**src/rtl/mmio_led_responder.sv**
```systemverilog
// LED-window MMIO responder: register map, global PWM dimmer and per-LED blink engine.
// Define MMIO_LED_BLINK_EN to build the prescaler, BLINK_MASK, BLINK_PERIOD and STATUS.bit0.
module mmio_led_responder #(
  parameter int NUM_LEDS = 8,
  parameter int PWM_BITS = 8,
  parameter int PRESCALE = 1000
) (
  input  logic                clk,
  input  logic                reset,
  input  logic                sel,
  input  logic [3:0]          addr,
  input  logic [15:0]         wdata,
  output logic [15:0]         rdata,
  output logic [NUM_LEDS-1:0] leds
);

  localparam logic [3:0] A_LED_OUT  = 4'h0;
  localparam logic [3:0] A_PWM_DUTY = 4'h1;

  if (NUM_LEDS < 1 || NUM_LEDS > 16 || PWM_BITS < 1 || PWM_BITS > 16 || PRESCALE < 1)
  begin : g_bad_params
    $error("mmio_led_responder: parameter out of range");
  end

  logic [NUM_LEDS-1:0] r_led_out;
  logic [PWM_BITS-1:0] r_duty;
  logic [PWM_BITS-1:0] r_pcnt;
  logic                w_pwm_on;
  logic [NUM_LEDS-1:0] w_blank;
  logic [15:0]         w_rd;

  // All-ones duty must be solid on, so it bypasses the compare.
  assign w_pwm_on = (&r_duty) | (r_pcnt < r_duty);

  always_ff @(posedge clk) begin
    if (reset) begin
      r_led_out <= '0;
      r_duty    <= '1;
      r_pcnt    <= '0;
    end else begin
      r_pcnt <= r_pcnt + 1'b1;
      if (sel && addr == A_LED_OUT)  r_led_out <= wdata[NUM_LEDS-1:0];
      if (sel && addr == A_PWM_DUTY) r_duty    <= wdata[PWM_BITS-1:0];
    end
  end

`ifdef MMIO_LED_BLINK_EN
  localparam logic [3:0] A_BLINK_MASK   = 4'h2;
  localparam logic [3:0] A_BLINK_PERIOD = 4'h3;
  localparam logic [3:0] A_STATUS       = 4'h4;
  localparam int         PRE_W          = (PRESCALE > 1) ? $clog2(PRESCALE) : 1;
  localparam logic [PRE_W-1:0] PRE_MAX  = PRE_W'(PRESCALE - 1);

  logic [PRE_W-1:0]    r_pre;
  logic [NUM_LEDS-1:0] r_mask;
  logic [15:0]         r_period;
  logic [15:0]         r_bcnt;
  logic                r_phase;
  logic                w_tick;
  logic                w_period_wr;

  assign w_tick      = (r_pre == PRE_MAX);
  assign w_period_wr = sel && (addr == A_BLINK_PERIOD);

  always_ff @(posedge clk) begin
    if (reset) begin
      r_pre    <= '0;
      r_mask   <= '0;
      r_period <= '0;
      r_bcnt   <= '0;
      r_phase  <= 1'b0;
    end else begin
      r_pre <= w_tick ? '0 : r_pre + 1'b1;
      if (sel && addr == A_BLINK_MASK) r_mask <= wdata[NUM_LEDS-1:0];
      // A period write restarts the half-period count and takes priority over a tick.
      if (w_period_wr) begin
        r_period <= wdata;
        r_bcnt   <= '0;
        if (wdata == 16'd0) r_phase <= 1'b0;
      end else if (w_tick && r_period != 16'd0) begin
        if (r_bcnt == r_period - 16'd1) begin
          r_bcnt  <= '0;
          r_phase <= ~r_phase;
        end else begin
          r_bcnt <= r_bcnt + 16'd1;
        end
      end
    end
  end

  assign w_blank = r_mask & {NUM_LEDS{r_phase}};
`else
  logic w_unused;
  assign w_unused = ^wdata;
  assign w_blank  = '0;
`endif

  always_comb begin
    w_rd = 16'h0000;
    case (addr)
      A_LED_OUT:      w_rd[NUM_LEDS-1:0] = r_led_out;
      A_PWM_DUTY:     w_rd[PWM_BITS-1:0] = r_duty;
`ifdef MMIO_LED_BLINK_EN
      A_BLINK_MASK:   w_rd[NUM_LEDS-1:0] = r_mask;
      A_BLINK_PERIOD: w_rd = r_period;
      A_STATUS:       w_rd[0] = r_phase;
`endif
      default:        w_rd = 16'h0000;
    endcase
  end

  always_ff @(posedge clk) begin
    if (reset) begin
      rdata <= 16'h0000;
      leds  <= '0;
    end else begin
      rdata <= w_rd;
      leds  <= r_led_out & {NUM_LEDS{w_pwm_on}} & ~w_blank;
    end
  end

endmodule
```
**config.mk**
```make
export PLATFORM = sky130hd
export DESIGN_NAME = mmio_led_responder
export DESIGN_NICKNAME = d
export VERILOG_FILES = /design/src/rtl/mmio_led_responder.sv
export SDC_FILE = /design/constraint.sdc
export NUM_CORES = 1
export LEC_CHECK = 0
export ABC_AREA = 1
export BUFFER_PORTS_ARGS = -buffer_cell sky130_fd_sc_hd__buf_2
export CAP_MARGIN = 20
export CORE_UTILIZATION = 51
export CTS_CLUSTER_DIAMETER = 200
export CTS_CLUSTER_SIZE = 40
export DETAILED_ROUTE_END_ITERATION = 10
export PLACE_DENSITY_LB_ADDON = 0.15
export SYNTH_ARGS = -nofsm -noshare
export SYNTH_HDL_FRONTEND = slang
export SYNTH_SLANG_ARGS = --single-unit
export TNS_END_PERCENT = 10
```
**constraint.sdc**
```tcl
create_clock -name clk -period 1.6 [get_ports clk]
set_input_delay 0.32 -clock clk [delete_from_list [all_inputs] [get_ports clk]]
set_output_delay 0.32 -clock clk [all_outputs]
set_load 0.02 [all_outputs]
```
==> results of run 1 <==
-- cell families (layout without fill, tap and decap cells) --
kind of cell | Yosys count | after routing | synth area share, %
compound gates | 46 | 46 | 17.7
xor+xnor | 1 | 1 | 0.499
fa+ha+maj | 8 | 8 | 5.71
buf+inv | 41 | 68 | 12.4
flops | 40 | 40 | 45.6
other cells | 1 | 8 | 0.214
simple gates | 60 | 60 | 17.8
-- layer usage --
layer,track usage [%],part of all wire [%],up-vias
li1,-,-,706
met1,26.5,43,637
met2,40.8,52,37
met3,5.12,4.0,6
met4,8.12,1.7,0
met5,0,0,-
-- timing repair --
item / CTS / global route
setup endpoints to repair: 0 / 8
hold buffers: 0 / 0
buffers inserted: 0 / 0
gates resized for setup: 0 / 1
-- state kept, by name, summed over array words and instances, names as in the netlist --
register	count
r_led_out	8
leds	8
r_duty	8
r_pcnt	8
rdata	8
-- area by class of cell --
cell class / count / area [um2]
fill: 285 / 1160
sequential: 40 / 801
multi-input combinational: 123 / 767
timing repair buffer: 32 / 178
inverter: 28 / 113
tap: 44 / 55.1
clock buffer: 6 / 41.3
clock inverter: 2 / 35.0
-- tightest hold or removal path, delay by kind of cell --
family / cells / cell delay [ps]
buffers and inverters: 1 / 90
AND/OR/NAND/NOR: 1 / 60
AO/OA/AOI/OAI: 1 / 50
-- synthesized netlist by cell type --
library cell | number | area, um2
nand2_2 | 4 | 25.0
o21ai_1 | 3 | 15.0
nand4_1 | 2 | 12.5
a21oi_1 | 20 | 100
inv_2 | 1 | 3.75
buf_4 | 8 | 60.1
buf_6 | 1 | 11.3
a31oi_1 | 1 | 6.26
nand2_4 | 2 | 22.5
buf_12 | 1 | 20.0
inv_1 | 25 | 93.8
o21ai_0 | 8 | 40.0
nor2_4 | 2 | 22.5
clkbuf_1 | 1 | 3.75
clkinv_4 | 1 | 8.76
o211ai_2 | 7 | 87.6
nor3b_1 | 1 | 7.51
nand2_1 | 31 | 116
nand3_1 | 2 | 10.0
dfxtp_1 | 40 | 801
nor3_2 | 2 | 20.0
buf_2 | 2 | 10.0
inv_4 | 1 | 6.26
nand3_2 | 2 | 20.0
nand4_2 | 1 | 12.5
o32ai_1 | 7 | 61.3
xor2_1 | 1 | 8.76
ha_1 | 8 | 100
conb_1 | 1 | 3.75
nor2_1 | 9 | 33.8
nor3_1 | 2 | 10.0
-- metrics by stage --
step	hold WS (ps)	TNS [ps]	util (%)	total power (W)
2_1_floorplan	423	0	-	0.00117
3_3_place_gp	431	0	60.5	0.00120
3_5_place_dp	436	0	60.5	0.00121
4_1_cts	176	0	62.9	0.00185
5_1_grt	178	-25.5	63.1	0.00192
6_report	182	0	63.1	0.00183
-- power groups by stage --
stage / registers (W) / logic, W / clock network (W)
2_1_floorplan: 0.00106 / 0.000111 / 0
3_3_place_gp: 0.00105 / 0.000154 / 0
3_5_place_dp: 0.00105 / 0.000159 / 0
4_1_cts: 0.00103 / 0.000159 / 0.000658
5_1_grt: 0.00103 / 0.000180 / 0.000707
6_report: 0.00103 / 0.000159 / 0.000643
-- path summary, 6_finish.rpt --
check,end,start,slack [ps]
worst max register to register,leds[4],r_duty[5],150
worst min register to register,r_led_out[2],r_led_out[2],450
worst min-delay path,r_duty[3],wdata[3],180
worst max-delay path,leds[4],r_duty[5],150
==> impl_metrics.yaml, run 1 <==
min_path:
  hold_depth: 3
  hold_class: "in -> reg"
logic_synthesis:
  synth_seq_area_share_pct: 45.6
  ys_warn_count: 0
  syn_inst: 197
  synth_cell_types: 31
  mappedNetlistArea_um2: 1750
  syn_avg_cell_area_um2: 8.90
  synth-seq-cells: 40
pwr:
  irDropWorstVdd_v: 0.000574
  switchingPower_w: 0.000433
  seqPwrFrac_pct: 56.2
  swShare_pct: 23.7
  power_frac_clock_pct: 35.1
  total_leakage_power_nw: 0.956
  power_density_nw_per_um2: 920
  combinationalPowerShare_pct: 8.7
  internal-power_w: 0.00140
cells_and_area:
  nets: 261
  final_cells: 275
  num_antenna_cells: 0
  layout_common_cells: "40 x dfxtp_1, 31 x nand2_1, 30 x buf_2"
  drive_gt1_share_pct: 27.3
  final_area_um2: 1990
  area_growth_syn_to_layout_pct: 13.4
  mostFrequentLayoutCell: "dfxtp_1"
grt:
  gr-total-overflow: 0
  grt_pass1_vias: 1394
  grt_util_all_layers_pct: 22.7
  grt_max_degree: 24
  antenna_found_initial: 0
  grt_first_pass_wirelength_um: 6080
clock_network:
  clkSinkCount: 40
  clock_latency_ps: 350
  path_clk_slew_ps: 120
  cts_tree: "done"
  cts-root-buf: "clkbuf_4"
  clockBufferDepth: 2
  cts_buffers: 5
  htree_levels: 2
placement:
  dpl-instance-area_um2: 1910
  portBuffers: 30
  place_inst: 267
  dpl.hpwl_um: 2510
  globalplace.congestion: 0.712
  dp_slack_ps: 130
route:
  wire_per_inst_um: 12.1
  drcViolationCount: 0
  drt_wl_total_um: 3340
  postRouteAntennaNets: 0
  via_per_inst: 5.04
  firstDrtPassIters: 4
  route.vias.total: 1386
  drt_iter0_markers: 64
timing:
  finalHoldViolCount: 0
  worst_slack_ps: 149
  layout_min_cycle_time_ps: 1450
  slew_violations: 0
  rsz0062_at_grt: "true"
  finalSetupViolCount: 0
  fin_crit_sh_pct: 90.7
  finClkSkew_ps: 10.9
  fmax_mhz: 689
setup_path:
  cp.required_ps: 1880
  reg2reg_depth: 7
  crit_chain: "inv_1 -> ha_1 -> a21oi_1 -> nor2_1 -> nor3_2 -> nand2_2 -> a21oi_1"
  crit_buf_inv: 1
  critPathLaunchType: "flip-flop"
  critical_path_arrival_ps: 1730
  critPathMostFrequentCell: "a21oi_1"
  critical_path.max_fanout: 8
  cp.depth: 7
  critical-path-top-delay-family: "flip-flops"
  end_kind: "flip-flop"
  slowest_delay_ps: 350
  crit_type: "reg -> reg"
  cp_slowest_cell: "dfxtp_1"
die:
  fp-row-count: 20
  die_h_um: 60.6
  die_x_um: 60.6
  coreArea_um2: 3150
  die-area_um2: 3680
  start_util_pct: 55.6
  ioPinCount: 47
run_status:
  status: "complete, no violations"
flow_run:
  drv_cap: 0
No activity file was read; power rests on OpenSTA's default activity.
==> run 2: changes to the inputs <==
--- a/config.mk
+++ b/config.mk
@@ -9,5 +9,5 @@
 export BUFFER_PORTS_ARGS = -buffer_cell sky130_fd_sc_hd__buf_2
 export CAP_MARGIN = 20
-export CORE_UTILIZATION = 51
+export CORE_UTILIZATION = 55
 export CTS_CLUSTER_DIAMETER = 200
 export CTS_CLUSTER_SIZE = 40
==> constraint.sdc (replaced) <==
create_clock -name clk -period 1.7 [get_ports clk]
set_input_delay 0.34 -clock clk [delete_from_list [all_inputs] [get_ports clk]]
set_output_delay 0.34 -clock clk [all_outputs]
set_load 0.1 [all_outputs]
==> run 2 against run 1 <==
Effect of this change:
- die area shrank 7.0%
- worst setup slack gained 20 ps
- worst hold slack gained 32 ps
- critical endpoint is now leds[3]
- non-clock buffer count is the same
- clock power shrank 21%
- utilization grew 2.0 points
- combinational power grew 55%
- register-to-register slack gained 20 ps
- sequential cell count is the same
- maximum frequency shrank 5.2%
- critical path depth shrank 1
- global-route usage shrank 0.83 points
==> impl_metrics.yaml, run 2 (synthesis gave the netlist of run 1 again) <==
clock_network:
  clockBufferDepth: 2
  clkSinkCount: 40
  ctsHoldBuffers: 0
  cts-root-buf: "clkbuf_4"
  cts-resized-gates: 0
  path_clk_slew_ps: 130
  htree_levels: 2
  cts_buffers: 5
  clock_latency_ps: 350
  post_cts_buffers: 0
  cts_tree: "done"
die:
  coreArea_um2: 3030
  die_x_um: 58.5
  ioPinCount: 47
  fp-row-count: 20
  die-area_um2: 3420
  die_h_um: 58.5
  start_util_pct: 57.9
min_path:
  holdPathEnd: "r_duty[6]"
  min_from: "wdata[6]"
  hold_depth: 3
  hold_class: "in -> reg"
placement:
  portBuffers: 30
  dpl.hpwl_um: 2550
  globalplace.congestion: 0.721
  dpl-instance-area_um2: 1910
grt:
  antenna_found_initial: 0
  grt_first_pass_wirelength_um: 5490
  grt_pass1_vias: 1274
  gr-total-overflow: 0
  grt_max_degree: 17
  grt_util_all_layers_pct: 21.9
flow_run:
  drv_cap: 0
setup_path:
  crit_type: "reg -> reg"
  reg2reg_setup_slack_ps: 170
  critPathMostFrequentCell: "a21oi_1"
  critPathLaunchType: "flip-flop"
  cp_slowest_cell: "dfxtp_1"
  timing.rr.end: "leds[3]"
  crit_chain: "ha_1 -> a21oi_1 -> nor2_1 -> nor3_1 -> nand2_2 -> a21oi_1"
  cp.required_ps: 1970
  critical_path.max_fanout: 8
  slowest_delay_ps: 450
  end_kind: "flip-flop"
  reg2reg_depth: 6
  critical_path_arrival_ps: 1800
  r2r-start: "r_pcnt[5]"
pwr:
  total_leakage_power_nw: 0.945
  power_density_nw_per_um2: 873
  irDropWorstVdd_v: 0.000587
run_status:
  status: "complete, no violations"
cells_and_area:
  area_growth_syn_to_layout_pct: 12.3
  layout_common_cells: "40 x dfxtp_1, 31 x nand2_1, 30 x buf_2"
  nets: 261
  final_area_um2: 1970
  mostFrequentLayoutCell: "dfxtp_1"
  num_antenna_cells: 0
  drive_gt1_share_pct: 26.8
route:
  firstDrtPassIters: 4
  drcViolationCount: 0
  drt_iter0_markers: 30
  route.vias.total: 1356
  postRouteAntennaNets: 0
  wire_per_inst_um: 12.2
  drt_wl_total_um: 3340
  via_per_inst: 4.93
timing:
  fin_setup_tns_ps: 0
  slew_violations: 0
  fmax_mhz: 653
  fin_crit_sh_pct: 90.1
  finalHoldViolCount: 0
  finClkSkew_ps: 19.2
  rsz0062_at_grt: "false"
  layout_min_cycle_time_ps: 1530
  finalSetupViolCount: 0
-- run 2: changes by cell type in the layout (fill, tap and decap cells not counted) --
| cell | previous run | this run |
|---|---|---|
| nor3_1 | 1 | 2 |
| clkinv_2 | 1 | 0 |
| clkbuf_8 | 0 | 1 |
| nor3_2 | 3 | 2 |
| clkinvlp_4 | 0 | 1 |
| bufinv_16 | 1 | 0 |
-- run 2: critical path, delay by kind of cell, from the launching register on --
kind                     cells  cell delay, ps
AO/OA/AOI/OAI                2             320
adder cells (fa/ha/maj)      1             280
flip-flops                   1             450
AND/OR/NAND/NOR              3             400
-- run 2: worst max-delay path by stage --
stage / startpoint / end / slack, ps / depth (start not counted)
finish: r_pcnt[5] / leds[3] / 170 / 6
global placement: r_duty[5] / leds[5] / 240 / 7
floorplan: r_duty[5] / leds[0] / 380 / 7
detailed placement: r_duty[5] / leds[0] / 220 / 7
global route: r_duty[7] / leds[3] / 60 / 7
CTS: r_duty[7] / leds[3] / 180 / 7
-- run 2: stage by stage --
| step | util [%] | worst slack, ps | hold slack [ps] | cells | total power [W] |
|---|---|---|---|---|---|
| 2_1_floorplan | - | 383 | 423 | 204 | 0.00120 |
| 3_3_place_gp | 63.0 | 244 | 433 | 267 | 0.00123 |
| 3_5_place_dp | 63.0 | 220 | 437 | 267 | 0.00124 |
| 4_1_cts | 65.1 | 185 | 212 | 275 | 0.00172 |
| 5_1_grt | 65.1 | 62.8 | 216 | 275 | 0.00178 |
| 6_report | 65.1 | 169 | 214 | 275 | 0.00172 |
-- run 2: layer usage --
layer  vias up  routed length [um]  global-route usage [%]  share of wire [%]
met1       606                1440                    24.3                 43
met3         9                 139                    4.40                4.2
li1        707                   -                       -                  -
met5         -                   0                       0                  0
met4         0                  64                    13.3                1.9
met2        34                1700                    38.6                 51
-- run 2: report_power, final --
part,internal [W],switching (W),total [W]
Combinational,0.0000491,0.000197,0.000246
Sequential,0.000957,0.0000110,0.000968
Clock,0.000203,0.000303,0.000506
-- run 2: layout make-up --
class,count,area (um2)
sequential,40,801
timing repair buffer,32,178
multi-input combinational,123,762
clock buffer,7,55.1
tap,44,55.1
inverter,28,113
clock inverter,1,7.51
fill,262,1060
